$ cat config.mk
export PLATFORM = sky130hd
export DESIGN_NAME = uart_tx_ctrl
export DESIGN_NICKNAME = d
export VERILOG_FILES = /design/src/rtl/uart_pkg.sv /design/src/rtl/uart_tx_baud_tick.sv /design/src/rtl/uart_tx_ctrl.sv
export SDC_FILE = /design/constraint.sdc
export NUM_CORES = 1
export LEC_CHECK = 0
export CORE_AREA = 3 3 86 88
export DETAILED_ROUTE_END_ITERATION = 8
export DIE_AREA = 0 0 89 91
export MAX_ROUTING_LAYER = met4
export PLACE_DENSITY = 0.42
export SYNTH_ARGS = -nofsm -noshare
export SYNTH_HDL_FRONTEND = slang
export SYNTH_SLANG_ARGS = --single-unit
export TNS_END_PERCENT = 100
$ cat constraint.sdc
create_clock -name clk -period 2.4 [get_ports clk]
set_input_delay 0.48 -clock clk [delete_from_list [all_inputs] [get_ports clk]]
set_output_delay 0.48 -clock clk [all_outputs]
set_load 0.02 [all_outputs]
$ cat src/rtl/uart_pkg.sv
// uart_pkg: shared constants and helpers for the UART transmit controller.
// State encoding, data/frame bit counts and the parity helper used when
// the controller is built with UART_TX_PARITY_EN.
package uart_pkg;

    typedef enum logic [2:0] {
        ST_IDLE   = 3'd0,
        ST_START  = 3'd1,
        ST_DATA   = 3'd2,
        ST_PARITY = 3'd3,
        ST_STOP   = 3'd4
    } uart_state_e;

    localparam int DATA_BITS        = 8;
    localparam int FRAME_BITS_NOPAR = 10;
    localparam int FRAME_BITS_PAR   = 11;

    // Parity bit for a byte: even sense makes the total count of ones even.
    function automatic logic parity_bit(input logic [DATA_BITS-1:0] b, input logic odd);
        return odd ? ~^b : ^b;
    endfunction

endpackage

$ cat src/rtl/uart_tx_baud_tick.sv
// uart_tx_baud_tick: reloadable down-counter producing one tick every DIV+1
// enabled cycles. Held at DIV while disabled so every enabled run starts a
// full bit period. Tick is combinational from the count and enable.
module uart_tx_baud_tick #(
    parameter int               WIDTH = 16,
    parameter logic [WIDTH-1:0] DIV   = 16'd10417
) (
    input  logic clk,
    input  logic rst,
    input  logic en_i,
    output logic tick_o
);

    logic [WIDTH-1:0] cnt_q;
    logic [WIDTH-1:0] cnt_d;

    assign tick_o = en_i && (cnt_q == '0);

    // Next count: reload on tick or while disabled, otherwise count down.
    always_comb begin
        cnt_d = cnt_q;
        if (!en_i || tick_o) begin
            cnt_d = DIV;
        end else begin
            cnt_d = cnt_q - 1'b1;
        end
    end

    // Count register with synchronous active-low reset to the reload value.
    always_ff @(posedge clk) begin
        if (!rst) begin
            cnt_q <= DIV;
        end else begin
            cnt_q <= cnt_d;
        end
    end

endmodule

$ cat src/rtl/uart_tx_ctrl.sv
// uart_tx_ctrl: one UART frame per accepted byte (start, 8 data LSB-first,
// optional parity, stop). Build macro UART_TX_PARITY_EN adds the parity bit
// and the PARITY_ODD parameter; without it the frame is 10 bits.
// All outputs are registered except tx_ready, decoded from the state register.
module uart_tx_ctrl
    import uart_pkg::*;
#(
    parameter int               WIDTH      = 16,
    parameter logic [WIDTH-1:0] DIV        = 16'd10417
`ifdef UART_TX_PARITY_EN
    ,
    parameter bit               PARITY_ODD = 1'b0
`endif
) (
    input  logic                 clk,
    input  logic                 rst,
    input  logic [DATA_BITS-1:0] tx_data,
    input  logic                 tx_valid,
    output logic                 tx_ready,
    output logic                 tx,
    output logic                 busy,
    output logic                 tx_done
);

    uart_state_e          state_q;
    logic [DATA_BITS-1:0] shift_q;
    logic [2:0]           idx_q;
    logic                 tx_q;
    logic                 busy_q;
    logic                 done_q;
    logic                 tick;
`ifdef UART_TX_PARITY_EN
    logic [DATA_BITS-1:0] byte_q;
`endif

    // The baud counter only runs while a frame is on the line.
    uart_tx_baud_tick #(
        .WIDTH (WIDTH),
        .DIV   (DIV)
    ) u_baud (
        .clk    (clk),
        .rst    (rst),
        .en_i   (state_q != ST_IDLE),
        .tick_o (tick)
    );

    assign tx_ready = (state_q == ST_IDLE);
    assign tx       = tx_q;
    assign busy     = busy_q;
    assign tx_done  = done_q;

    // Frame sequencer; tx_q is loaded with the level of the state being entered.
    always_ff @(posedge clk) begin
        if (!rst) begin
            state_q <= ST_IDLE;
            shift_q <= '0;
            idx_q   <= '0;
            tx_q    <= 1'b1;
            busy_q  <= 1'b0;
            done_q  <= 1'b0;
`ifdef UART_TX_PARITY_EN
            byte_q  <= '0;
`endif
        end else begin
            done_q <= 1'b0;
            case (state_q)
                ST_IDLE: begin
                    if (tx_valid) begin
                        shift_q <= tx_data;
`ifdef UART_TX_PARITY_EN
                        byte_q  <= tx_data;
`endif
                        idx_q   <= '0;
                        tx_q    <= 1'b0;
                        busy_q  <= 1'b1;
                        state_q <= ST_START;
                    end
                end
                ST_START: begin
                    if (tick) begin
                        tx_q    <= shift_q[0];
                        state_q <= ST_DATA;
                    end
                end
                ST_DATA: begin
                    if (tick) begin
                        shift_q <= shift_q >> 1;
                        idx_q   <= idx_q + 1'b1;
                        if (idx_q == 3'(DATA_BITS - 1)) begin
`ifdef UART_TX_PARITY_EN
                            tx_q    <= parity_bit(byte_q, PARITY_ODD);
                            state_q <= ST_PARITY;
`else
                            tx_q    <= 1'b1;
                            state_q <= ST_STOP;
`endif
                        end else begin
                            tx_q <= shift_q[1];
                        end
                    end
                end
`ifdef UART_TX_PARITY_EN
                ST_PARITY: begin
                    if (tick) begin
                        tx_q    <= 1'b1;
                        state_q <= ST_STOP;
                    end
                end
`endif
                ST_STOP: begin
                    if (tick) begin
                        tx_q    <= 1'b1;
                        busy_q  <= 1'b0;
                        done_q  <= 1'b1;
                        state_q <= ST_IDLE;
                    end
                end
                default: begin
                    tx_q    <= 1'b1;
                    busy_q  <= 1'b0;
                    state_q <= ST_IDLE;
                end
            endcase
        end
    end

endmodule
# == Yosys cells after proc, flatten, opt, wreduce, memory -nomap -nowiden ==
# Index checks and enable logic that the tools add are counted.
# op_classes
n_addsub,2
n_bitwise,2
n_reduce_logical,14
n_eq_ne,9
n_mux,22
# ops
operator,count
3-bit 2-to-1 mux,7
16-bit zero test,1
8-bit 2-to-1 mux,2
8-bit case mux with 2 select lines,1
16-bit by 1-bit subtractor with 16-bit output (second input constant),1
3-bit case mux with 4 select lines,1
1-bit 2-to-1 mux,8
3-bit == test (second input constant),2
2-bit by 1-bit != test with 1-bit output (second input constant),3
3-bit case mux with 2 select lines,1
3-bit AND reduction,2
5-bit AND reduction,1
2-bit != test (second input constant),2
1-bit case mux with 4 select lines,1
4-bit AND reduction,1
2-bit OR reduction,2
3-bit by 1-bit adder with 3-bit output (second input constant),1
3-bit by 1-bit == test with 1-bit output (second input constant),1
3-bit by 2-bit == test with 1-bit output (second input constant),1
3-bit zero test,1
1-bit case mux with 3 select lines,1
3-bit nonzero test,1
1-bit NOT,2
2-bit AND reduction,1
4 further kinds,4
# totals
input_bits,11
reg_bits,33
output_inout_bits,4

# == Depth between registers and ports, before layout ==
# logic_depth
word_depth,4
ltp_mapped,8
ltp_nobuf,6

# == Cells and area by module ==
# A second synthesis with hierarchy kept.
# hier_totals
cells_unflattened,186
hier_area_um2,1612.8
# modules_own_cells
module,area_each_um2,n_inst,cells_each,seq_area_each_um2
uart_tx_ctrl,878.3,1,105,340.3
uart_tx_baud_tick,734.5,1,81,320.3

# == Worst setup path after synthesis ==
# OpenSTA, ideal clock, no wires.
# synth_timing
kind,input port to flip-flop
from,in tx_valid
to,reg shift_q[2]
path_slack_ns,0.688
setup_ns,0.119
n_path_buf,2
arrival_time_ns,1.594
required_ns,2.281
cell_stages,6
path_cell_list,or4b_2 > buf_2 > buf_2 > nor2_1 > nor2_1 > o221a_2
# synth_via
elab_chain_len,2
# synth_lines
item,line,source
start: declaration,uart_tx_ctrl.sv:18,"input logic tx_valid,"
2-bit != test (no line),--,
3-bit AND reduction (no line),--,
end signal: assignment,uart_tx_ctrl.sv:69,shift_q <= tx_data;
end signal: assignment,uart_tx_ctrl.sv:87,shift_q <= shift_q >> 1;
end: declaration,uart_tx_ctrl.sv:26,logic [DATA_BITS-1:0] shift_q;
# No other way between the ends.
# A chain may end at the register's enable or synchronous reset.

# == Worst setup path after layout ==
# layout_timing
from,reg state_q[0]
to,out tx_ready
# layout_via
elab_chain_len,1
# layout_lines
item,line,source
start: declaration,uart_tx_ctrl.sv:25,uart_state_e state_q;
start signal: assignment,uart_tx_ctrl.sv:55,state_q <= ST_IDLE;
start signal: assignment,uart_tx_ctrl.sv:76,state_q <= ST_START;
start signal: assignment,uart_tx_ctrl.sv:82,state_q <= ST_DATA;
3-bit zero test,uart_tx_ctrl.sv:47,assign tx_ready = (state_q == ST_IDLE);
end: declaration,uart_tx_ctrl.sv:19,"output logic tx_ready,"
# No other way between the ends.

==> impl_metrics.yaml <==
synth:
  yosysWarningCount: 0
  synthCells: 188
  synth_top_family_by_area: "simple AND/OR/NAND/NOR gates"
  ys_seq_elements: 33
  synth_edf_count: 0
  yosys.cell_count.top_type: "dfxtp_1"
  synthDistinctLibCells: 47
  yosys-top-cells-area: "dfxtp_1 (40%), nor2_1 (6.6%), o221a_2 (4.8%), xor2_1 (4.2%), nand2_1 (3.4%)"
  synth_common_cells: "dfxtp_1 (33), nor2_1 (29), nand2_1 (15), a21oi_1 (8), xor2_1 (8)"
  synth_ff_type: "dfxtp_1"
  yosys.area_share.simple_pct: 31.4
  synthAdderAreaFrac_pct: 3.02
  synth_compound_gate_area_share_pct: 15.8
  synth_xor_area_share_pct: 4.76
  synth_area_leader_cell: "dfxtp_1"
  avgSynthCellArea_sq_um: 8.80
  ys_seq_area_share_pct: 39.9
  syn_nets: 203
  synthMuxAreaShare_pct: 1.21
  synth_top_cell_area_share_pct: 39.9
  netlist_area_sq_um: 1660
  async_reset_ff_share_pct: 0
routing:
  drt_first_iter_violations: 77
  routed_via_density: 4.75
  firstDrtPassIters: 4
  via_count: 1367
  wire_per_inst_microns: 13.6
  drt_wl_total_microns: 3910
  ant_nets: 0
  drc: 0
timing:
  worstMarginPinSlew_ns: 0.401
  hold_viol: 0
  final_max_slew_viol_count: 0
  period_share_pct: 91.4
  min_period_ns: 2.19
  slew_headroom_pct: 73.0
  fmax_ghz: 0.456
  setup_viol: 0
  finClkSkew_ns: 0.0104
  grt_setup_unrepaired: "false"
  fin_setup_tns_ns: 0
clock_tree:
  clkTransAtPathRegs_ns: 0.08
  cts_root_buffer: "clkbuf_8"
  cts_buffers: 5
  cts_resized: 0
  cts_tree: "built"
  cts.path.max_buffers: 2
  hold_buffers: 0
  clock_latency_ns: 0.29
  post_cts_buffers: 0
  htreeDepth: 2
  cts.sinks: 33
floorplan:
  die-area_sq_um: 8100
  start_util_pct: 24.6
  die_x_microns: 89
  rows: 30
  fp.dieH_microns: 91
  core_sq_um: 6720
  io_pins: 15
power_and_ir_drop:
  switching_share_pct: 24.1
  max-vdd-ir-drop_v: 0.000236
  p_int_uw: 884
  total_leakage_power_uw: 0.000702
  clkPwrFrac_pct: 40.1
  p_sw_uw: 281
  power_frac_seq_pct: 49.6
  comb_power_share_pct: 10.3
  cellPowerDensity_nw_per_um2: 583
final_layout:
  synthToLayoutAreaGrowth_pct: 20.9
  stdcell_count: 288
  stdcell_area_sq_um: 2000
  fin_nets: 222
  drive_above_1_share_pct: 14.9
  num_antenna_cells: 0
grt:
  grt_pass1_wl_microns: 6750
  grt_pass1_vias: 1299
  grt_overflow: 0
  grt_max_degree: 16
  grt_usage_pct: 11.0
  antenna_found_initial: 0
run:
  drv_cap: 0
critical_path:
  worstSetupStartpointType: "flop"
  arrival_ns: 1.71
  setup.worst_path.end_class: "output port"
  path_class: "reg -> out"
  startpoint: "state_q[0]"
  crit_fanout: 5
  r2r-start: "u_baud.cnt_q[0]"
  required_ns: 1.92
placement:
  place_inst: 280
  routabilityCongestion: 0.764
  dp_hpwl_microns: 2750
  postPlaceCellArea_sq_um: 1900
  port_buffers: 14
status:
  status: "complete, no violations"
min_path:
  holdCritStartpoint: "u_baud.cnt_q[0]"
  hp-class: "reg -> reg"
[cells by family (layout without fill, tap and decap cells)]
family,count (synthesis),in the layout
simple gates,92,92
xor+xnor,9,9
flops,33,33
compound gates,35,35
mux,2,2
buf+inv,13,33
fa+ha+maj,4,4
[stage by stage]
step,worst slack [ns],utilization [%],hold slack [ns],power [uW]
2_1_floorplan,0.688,-,0.384,663
3_3_place_gp,0.135,28.3,0.401,712
3_5_place_dp,0.111,28.3,0.410,711
4_1_cts,0.165,29.8,0.428,1180
5_1_grt,0.0542,29.8,0.457,1230
6_report,0.206,29.8,0.425,1170
[power groups by stage]
stage / clock network, uW / logic (uW) / registers, uW
finish: 468 / 120 / 578
global route: 512 / 134 / 580
CTS: 482 / 122 / 578
detailed placement: 0 / 121 / 590
global placement: 0 / 122 / 590
floorplan: 0 / 73.8 / 589
[routing by layer]
layer  global-route usage (%)  routed length (microns)  vias up
li1                         -                        -      714
met1                     16.1                     2110      630
met2                     14.2                     1630       19
met3                     2.81                      100        4
met4                     4.09                       63        0
met5                        -                        0        -
[critical path, stage by stage (launching register included)]
cell	delay (ns)
dfxtp_1	0.31
or2_1	0.29
nor2_1	0.19
clkdlybuf4s50_1	0.64
[path summary, 6_finish.rpt]
check	end	slack [ns]	depth (start not counted)
hold reg to reg	u_baud.cnt_q[0]	0.42	1
setup / recovery	tx_ready	0.21	3
setup reg to reg	u_baud.cnt_q[3]	0.45	7
hold / removal	u_baud.cnt_q[0]	0.42	1
[placed cells by master, fill, tap and decap left out, types with 3 or more instances in the layout]
cell type        instances
clkbuf_8                 7
o22ai_1                  3
and2_1                   3
nand4_1                  3
nand3b_1                 3
nand3_1                  7
clkdlybuf4s50_1         14
nor2_1                  29
buf_4                    7
xor2_1                   8
o21ai_0                  4
dfxtp_1                 33
ha_1                     4
nand4b_1                 3
nor3_1                   5
a21oi_1                  8
inv_1                    4
or3_1                    3
o221a_2                  7
o21a_1                   3
nand2_1                 15
[final cells by class]
class                      instances  area, sq um
timing repair buffer              21          193
clock buffer                       7         96.3
multi-input combinational        142          931
inverter                           4         15.0
tap                               80          100
clock inverter                     1         5.00
sequential                        33          661
fill                             710         4720
[registers in the layout, summed over array words and instances, names as in the netlist]
| name | cells |
|---|---|
| busy | 1 |
| tx | 1 |
| u_baud.cnt_q | 16 |
| tx_done | 1 |
| shift_q | 8 |
| state_q | 3 |
| idx_q | 3 |
No activity file was read; power rests on OpenSTA's default activity.
